File: src/rtl/decode_dual_issue_scheduler_pkg.sv
// Shared types and helpers for the decode dual-issue scheduler.
//   sched_state_t   : scheduler FSM state (issue a pair, or drain the held second slot)
//   Reason*         : bit positions in the hazard reason vector
//   pair_conflict() : collapses a reason vector into a single split decision
package decode_dual_issue_scheduler_pkg;

  typedef enum logic {
    Pair,
    Second
  } sched_state_t;

  localparam int unsigned ReasonRaw    = 0;
  localparam int unsigned ReasonMem    = 1;
  localparam int unsigned ReasonSerial = 2;
  localparam int unsigned NumReasons   = 3;

  function automatic logic pair_conflict(input logic [NumReasons-1:0] reason);
    return |reason;
  endfunction

endpackage

File: src/rtl/decode_dual_issue_scheduler_pair_hazard_check.sv
// Purely combinational intra-pair hazard check for a decoded instruction pair.
// Slot 0 is older; only slot 1 can depend on slot 0.
// Ports:
//   in_valid_i             : per-slot valid; hazards reported only when both are valid
//   uses_rd_i/rs1_i/rs2_i  : register usage flags per slot
//   rd_i/rs1_i/rs2_i       : register indices per slot
//   is_mem_i, serial_i     : memory access / serializing flags per slot
//   conflict_o             : pair must be split across two cycles
//   reason_o               : {serial, mem, raw} debug reason vector
module decode_dual_issue_scheduler_pair_hazard_check
  import decode_dual_issue_scheduler_pkg::*;
#(
  parameter int unsigned REG_W = 5
) (
  input  logic [1:0]            in_valid_i,
  input  logic [1:0]            uses_rd_i,
  input  logic [1:0]            uses_rs1_i,
  input  logic [1:0]            uses_rs2_i,
  input  logic [1:0][REG_W-1:0] rd_i,
  input  logic [1:0][REG_W-1:0] rs1_i,
  input  logic [1:0][REG_W-1:0] rs2_i,
  input  logic [1:0]            is_mem_i,
  input  logic [1:0]            serial_i,
  output logic                  conflict_o,
  output logic [NumReasons-1:0] reason_o
);

  logic both_valid;
  logic raw;

  assign both_valid = &in_valid_i;

  // x0 is hardwired zero, so writing it never creates a dependence.
  assign raw = uses_rd_i[0] & (rd_i[0] != '0) &
               ((uses_rs1_i[1] & (rs1_i[1] == rd_i[0])) |
                (uses_rs2_i[1] & (rs2_i[1] == rd_i[0])));

  always_comb begin
    reason_o               = '0;
    reason_o[ReasonRaw]    = both_valid & raw;
    reason_o[ReasonMem]    = both_valid & is_mem_i[0] & is_mem_i[1];
    reason_o[ReasonSerial] = both_valid & (serial_i[0] | serial_i[1]);
  end

  assign conflict_o = pair_conflict(reason_o);

  // Slot-1 destination and slot-0 sources play no part in the one-way check.
  logic unused_fields;
  assign unused_fields = ^{uses_rd_i[1], rd_i[1], uses_rs1_i[0], rs1_i[0],
                           uses_rs2_i[0], rs2_i[0]};

endmodule

File: src/rtl/decode_dual_issue_scheduler.sv
// Dual-issue scheduler between decode and rename/issue. Issues a decoded pair together
// when independent; otherwise issues slot 0, holds slot 1 and stalls decode for a cycle.
// Ports:
//   clk, reset, flush       : clock, synchronous active-high reset, synchronous flush
//   in_*                    : per-slot decoded hazard fields and payload (slot 0 older)
//   stall_up                : decode ext_stall; decode holds its pair while high
//   out_ready               : downstream accepts the current outputs
//   out_valid, out_payload  : registered issue-side slots
//   split_count             : saturating count of split events (cleared by reset only)
module decode_dual_issue_scheduler
  import decode_dual_issue_scheduler_pkg::*;
#(
  parameter int unsigned PAYLOAD_W = 128,
  parameter int unsigned REG_W     = 5,
  parameter int unsigned CNT_W     = 32
) (
  input  logic                      clk,
  input  logic                      reset,
  input  logic                      flush,
  input  logic [1:0]                in_valid,
  input  logic [1:0]                in_uses_rd,
  input  logic [1:0]                in_uses_rs1,
  input  logic [1:0]                in_uses_rs2,
  input  logic [1:0][REG_W-1:0]     in_rd,
  input  logic [1:0][REG_W-1:0]     in_rs1,
  input  logic [1:0][REG_W-1:0]     in_rs2,
  input  logic [1:0]                in_is_mem,
  input  logic [1:0]                in_serial,
  input  logic [1:0][PAYLOAD_W-1:0] in_payload,
  output logic                      stall_up,
  input  logic                      out_ready,
  output logic [1:0]                out_valid,
  output logic [1:0][PAYLOAD_W-1:0] out_payload,
  output logic [CNT_W-1:0]          split_count
);

  sched_state_t              state_q, state_d;
  logic [1:0]                valid_q, valid_d;
  logic [1:0][PAYLOAD_W-1:0] payload_q, payload_d;
  logic [PAYLOAD_W-1:0]      hold_q, hold_d;
  logic [CNT_W-1:0]          count_q, count_d;

  logic                  adv;
  logic                  conflict;
  logic [NumReasons-1:0] unused_hazard_reason;

  decode_dual_issue_scheduler_pair_hazard_check #(
    .REG_W(REG_W)
  ) u_hazard (
    .in_valid_i (in_valid),
    .uses_rd_i  (in_uses_rd),
    .uses_rs1_i (in_uses_rs1),
    .uses_rs2_i (in_uses_rs2),
    .rd_i       (in_rd),
    .rs1_i      (in_rs1),
    .rs2_i      (in_rs2),
    .is_mem_i   (in_is_mem),
    .serial_i   (in_serial),
    .conflict_o (conflict),
    .reason_o   (unused_hazard_reason)
  );

  // Empty output registers can always be overwritten.
  assign adv      = out_ready | ~(valid_q[0] | valid_q[1]);
  assign stall_up = (state_q == Second) | ~adv;

  always_comb begin
    state_d   = state_q;
    valid_d   = valid_q;
    payload_d = payload_q;
    hold_d    = hold_q;
    count_d   = count_q;
    if (flush) begin
      state_d   = Pair;
      valid_d   = '0;
      payload_d = '0;
      hold_d    = '0;
    end else if (adv) begin
      unique case (state_q)
        Pair: begin
          unique case (in_valid)
            2'b00: valid_d = 2'b00;
            2'b01: begin
              payload_d[0] = in_payload[0];
              valid_d      = 2'b01;
            end
            2'b10: begin
              // Compact the lone younger instruction into slot 0.
              payload_d[0] = in_payload[1];
              valid_d      = 2'b01;
            end
            2'b11: begin
              if (conflict) begin
                payload_d[0] = in_payload[0];
                valid_d      = 2'b01;
                hold_d       = in_payload[1];
                state_d      = Second;
                if (count_q != {CNT_W{1'b1}}) count_d = count_q + CNT_W'(1);
              end else begin
                payload_d = in_payload;
                valid_d   = 2'b11;
              end
            end
            default: ;
          endcase
        end
        Second: begin
          payload_d[0] = hold_q;
          valid_d      = 2'b01;
          state_d      = Pair;
        end
        default: state_d = Pair;
      endcase
    end
  end

  always_ff @(posedge clk) begin
    if (reset) begin
      state_q   <= Pair;
      valid_q   <= '0;
      payload_q <= '0;
      hold_q    <= '0;
      count_q   <= '0;
    end else begin
      state_q   <= state_d;
      valid_q   <= valid_d;
      payload_q <= payload_d;
      hold_q    <= hold_d;
      count_q   <= count_d;
    end
  end

  assign out_valid   = valid_q;
  assign out_payload = payload_q;
  assign split_count = count_q;

endmodule
File: config.mk
export PLATFORM = sky130hd
export DESIGN_NAME = decode_dual_issue_scheduler
export DESIGN_NICKNAME = d
export VERILOG_FILES = /design/src/rtl/decode_dual_issue_scheduler_pkg.sv /design/src/rtl/decode_dual_issue_scheduler_pair_hazard_check.sv /design/src/rtl/decode_dual_issue_scheduler.sv
export SDC_FILE = /design/constraint.sdc
export NUM_CORES = 1
export LEC_CHECK = 0
export BUFFER_PORTS_ARGS = -buffer_cell sky130_fd_sc_hd__buf_2
export CAP_MARGIN = 15
export CORE_AREA = 2 2 229 231
export DETAILED_ROUTE_END_ITERATION = 8
export DIE_AREA = 0 0 231 233
export PLACE_DENSITY = 0.58
export SLEW_MARGIN = 20
export SYNTH_ARGS = -nofsm -noshare
export SYNTH_HDL_FRONTEND = slang
export SYNTH_SLANG_ARGS = --single-unit
File: constraint.sdc
create_clock -name clk -period 3.2 [get_ports clk]
set_input_delay 0.32 -clock clk [delete_from_list [all_inputs] [get_ports clk]]
set_output_delay 0.32 -clock clk [all_outputs]
set_load 0.1 [all_outputs]
After elaboration in Yosys (flattened, before gate mapping). Index checks and enable logic that the tools add are counted.

Word-level logic and storage cells: 51. Register bits: 419.

Bitwise operators: 18. Reductions and logical operators: 11. Equality and inequality tests: 7. $add $sub $neg: 1. Mux-type cells: 8.

Operators by type and width (number): 128-bit case mux with 2 select lines (2); 32-bit by 1-bit adder with 32-bit output (second input constant) (1); 32-bit != test (second input constant) (1); 5-bit equality test (2); 1-bit bitwise AND (8); 4-bit AND reduction (2); 2-bit case mux with 3 select lines (1); 6-bit AND reduction (1); 2-bit OR reduction (3); 1-bit inverter (5); 1-bit OR (5); 5-bit nonzero test (1); 2-bit equality test (second input constant) (2); 2-bit case mux with 2 select lines (1); 2-bit AND reduction (2); 3-bit by 2-bit != test with 1-bit output (second input constant) (1); 3-bit OR reduction (1); 2-bit by 1-bit equality test with 1-bit output (second input constant) (1); 2-bit logical NOT (1); 1-bit two-way mux (2); 2-bit two-way mux (1); 1-bit case mux with 2 select lines (1).

Logic depth before layout (Yosys ltp).
Depth after elaboration: 9. Mapped depth: 10. Gate-level depth less buffers: 7.

Hierarchy. Synthesis repeated with hierarchy kept, for this count alone.

Cell total of the unflattened synthesis: 2341. Area, all modules: 17561.8 um^2.

By module, submodules not included: decode_dual_issue_scheduler (cells each 2317, seq. area each 8388.0 um^2, area an instance 17389.2 um^2, instances 1); decode_dual_issue_scheduler_pair_hazard_check (cells each 24, seq. area each 0.0 um^2, area an instance 172.7 um^2, instances 1).

Worst setup path before layout. Ideal clock, no wire load.

Path type: reg2reg. Start: register valid_q[1], in the netlist out_valid[1]. End: register payload_q (netlist bit out_payload[136]). Path slack: 60 ps. Arrival time: 3070 ps. Stages on the path, launching flop included: 9. Setup time: 70 ps. Path through: dfxtp_1 -> o21bai_2 -> nand2b_1 -> nor2_1 -> o211ai_1 -> clkbuf_1 -> clkbuf_1 -> nand2_1 -> a21oi_1.

Longest elaborated chain between the ends: 4.

Ends and longest elaborated chain: from (decl) (line decode_dual_issue_scheduler.sv:38) `logic [1:0] valid_q, valid_d;`; from (signal assigned) (line decode_dual_issue_scheduler.sv:126) `valid_q <= valid_d;`; 1-bit OR (line decode_dual_issue_scheduler.sv:64) `assign adv = out_ready | ~(valid_q[0] | valid_q[1]);`; 1-bit inverter (line decode_dual_issue_scheduler.sv:64); 1-bit OR (line decode_dual_issue_scheduler.sv:64); 4-bit AND reduction (no source line); to (signal assigned) (line decode_dual_issue_scheduler.sv:127) `payload_q <= payload_d;`; to (decl) (line decode_dual_issue_scheduler.sv:39) `logic [1:0][PAYLOAD_W-1:0] payload_q, payload_d;`.

No other way between the ends. A chain may end at the register's enable or synchronous reset.

Worst setup path in the final report.
Start: register count_q[20], in the netlist split_count[20]. End: register count_q[27], in the netlist split_count[27].

Longest elaborated chain between the ends: 2.

Ends and longest elaborated chain: from (decl) (line decode_dual_issue_scheduler.sv:41) `logic [CNT_W-1:0] count_q, count_d;`; from (signal assigned) (line decode_dual_issue_scheduler.sv:129) `count_q <= count_d;`; parallel branches: the longest is 2 deep, another holds 32-bit by 1-bit adder with 32-bit output.

Several ways; the timed one is not identified.

==> impl_results.md <==
* Final Max Tran Viols at 0
* EDFF count, synth at 0
* PortBufs at 574
* Share of cells above drive strength 1 at 0.2405
* Vias in the first global route at 17240
* Syn Inst Count at 2356
* Unrepaired setup endpoints after global routing: no
* FP Rows at 83
* Tcrit/Tclk final at 0.8041
* Dpl cell area at 21240 µm²
* Max capacitance violation total at 0
* Final nets at 3252
* Period minus WS final at 2573 ps
* Setup TNS at 0 ps
* Leakage at 10.46 nW
* Distinct cells, synth at 50
* Clk slew on worst S/H paths at 60 ps
* 1st-iter DRT viols at 1079
* Top cells by area, synth: dfxtp_1 47%, a21oi_1 15%, nand2_1 11%, nor2_1 8.6%, mux2i_1 7.2%
* Routed len/inst at 16.64 µm
* Worst Reg2Reg Path Length in Cells at 5
* Crit. End Element: flop
* Post-DP HPWL at 40910 µm
* Vias after detailed routing at 18238
* WP data arrival at 3050 ps
* Max FO, Critical Path at 21
* H-Tree Depth at 2
* Max incr delay on CP at 740 ps
* Die ar. at 53820 µm²
* Fin area at 24120 µm²
* PD cells at 543.5 nW/µm²
* Tightest Hold Check Type: in2reg
* Cell mode on critical path: nor3_1
* Critical Path Start Type: flop
* Vias per inst at 4.967
* Top cell type's share of synthesized area at 0.4705
* Drt pass-1 iters at 5
* Setup violations, final at 0
* Gpl congestion at 0.8562
* F_max at 388.7 MHz
* I/O pins at 593
* Hold Path Stages at 3
* Antenna Violating Nets Remaining at 0
* Worst Skew at 9.080 ps
* Ys flop type: dfxtp_1
* Mapped Area at 17830 µm²
* CTS tree: built
* Cell with the most instances after synthesis: a21oi_1
* Largest net degree at the start of global routing at 144
* Layout area overhead at 35.27%
* Core ar. at 51090 µm²
* Post-synth net total at 2659
* CP Cell Sequence: nand4_1, nor3_1, and3_2, nor3_1, mux2_2
* Grt total ovfl at 0
* Post-synth top area cell: dfxtp_1
* Simple-gate share of the synthesized area at 0.2363
* Clk sinks at 419
* WHS at 33.10 ps
* Outcome: finished clean
* Largest family of logic cells by synthesized area: simple AND/OR/NAND/NOR gates
* Sequential area share after synthesis at 0.4705
* Flop and latch count out of synthesis at 419
* Most frequent cells after synthesis: 528 x a21oi_1, 523 x nand2_1, 419 x dfxtp_1
* Die width at 231 µm
* Slowest cell on crit path: nor3_1
* Initial Util at 0.3489
* Worst Path Required at 3670 ps
* Xor and xnor fraction of the mapped netlist area at 0.004913
* Post-CTS Setup Inserts at 0
* Global-route wire length before repair at 93910 µm
* Final wirelength at 61100 µm
* GRT Total Usage at 0.2164
* Post-synthesis compound-gate area fraction at 0.1607
* Clk buf depth at 3
* Clk_lat worst skew at 580 ps
* CTS Buf Count at 48
* Yosys warns at 0
* Root buf cell: clkbuf_16
* Asr flop ratio synth at 0
* Actual slew at the worst max-slew pin at 892.4 ps
* Final Hold Vio Count at 0
* WS Path Type: reg2reg
* VDD IR max at 0.4232 mV
* Die H at 233 µm
* Adder-cell share of the synthesized area at 0.0007019
* Syn_area_per_cell at 7.567 µm²
* Multiplexer area fraction after synthesis at 0.08254
* Drt drc at 0
* Antenna violations before repair at 11
* Slew headroom at 0.4051
## routing by layer
layer  GRT usage  routed length [µm]  share of wire
met5           0                  56        0.00092
met4     0.09113                2399          0.039
met3     0.05588                3926          0.064
met2      0.3651               29590           0.48
met1      0.2606               25130           0.41
## worst paths after layout
kind	startpoint	to	slack (ps)
setup / recovery	split_count[20]	split_count[27]	630
hold / removal	in_payload[221]	hold_q[93]	30
setup reg to reg	split_count[20]	split_count[27]	630
hold reg to reg	out_payload[241]	out_payload[241]	450
## report_power, final
group          switching, mW  internal, mW
Combinational           1.47         0.616
Sequential            0.0615          5.34
Clock                   2.23          3.38
## cell type report
cell class,instances,area (µm²)
clock inverters,17,196.4
clock buffers,70,1415
inverters,3,11.26
multi-input cells,1749,8687
flip-flops and latches,419,8392
diodes,6,15.01
well taps,680,850.8
repair buffers,728,4548
fillers,5128,26980
## kinds of logic (layout without fill, tap and decap cells)
family / Yosys count / after routing
and+or+nand+nor: 1037 / 1037
AOI/OAI and AO/OA: 556 / 556
DFF: 419 / 419
buffers and inverters: 188 / 818
muxes: 145 / 145
xor gates and xnor gates: 10 / 10
adders and majority gates: 1 / 1
other: 0 / 6
## critical path: cells and delay by family (launching register included)
| kind | cells | cell delay (ps) |
|---|---|---|
| mux | 1 | 290 |
| flops | 1 | 500 |
| simple gates | 4 | 1680 |
## layout by cell type, fill, tap and decap left out, types with 11 or more instances in the layout
cell type / instances
mux2_2: 16
buf_4: 13
nor4_1: 11
buf_2: 573
nand2_1: 523
dlygate4sd3_1: 125
o31ai_1: 11
nand3_1: 12
nand4_1: 16
nor2_1: 410
buf_12: 16
clkbuf_16: 49
dfxtp_1: 418
a21oi_1: 528
clkbuf_8: 11
or4_1: 14
mux2i_1: 129
nor2b_1: 15
## registers in the layout (all words and copies together) (netlist names)
signal	count
out_payload	256
split_count	32
out_valid	2
state_q	1
hold_q	128
## stage by stage
| stage | utilization | total power, mW | setup slack [ps] | cells |
|---|---|---|---|---|
| global placement | 0.4157 | 7.460 | 652.9 | 3454 |
| detailed placement | 0.4157 | 7.482 | 622.2 | 3454 |
| global route | 0.4720 | 13.63 | 396.3 | 3672 |
| CTS | 0.4717 | 13.25 | 706.4 | 3666 |
| finish | 0.4720 | 13.11 | 627.0 | 3672 |
| floorplan | - | 6.912 | 59.68 | 2356 |
## timing repair
action / in CTS / in global routing
hold buffers: 125 / 0
endpoints found under the hold margin: 241 / 0
resized for setup: 0 / 0
Note: power is estimated with default switching activity, not from simulation.
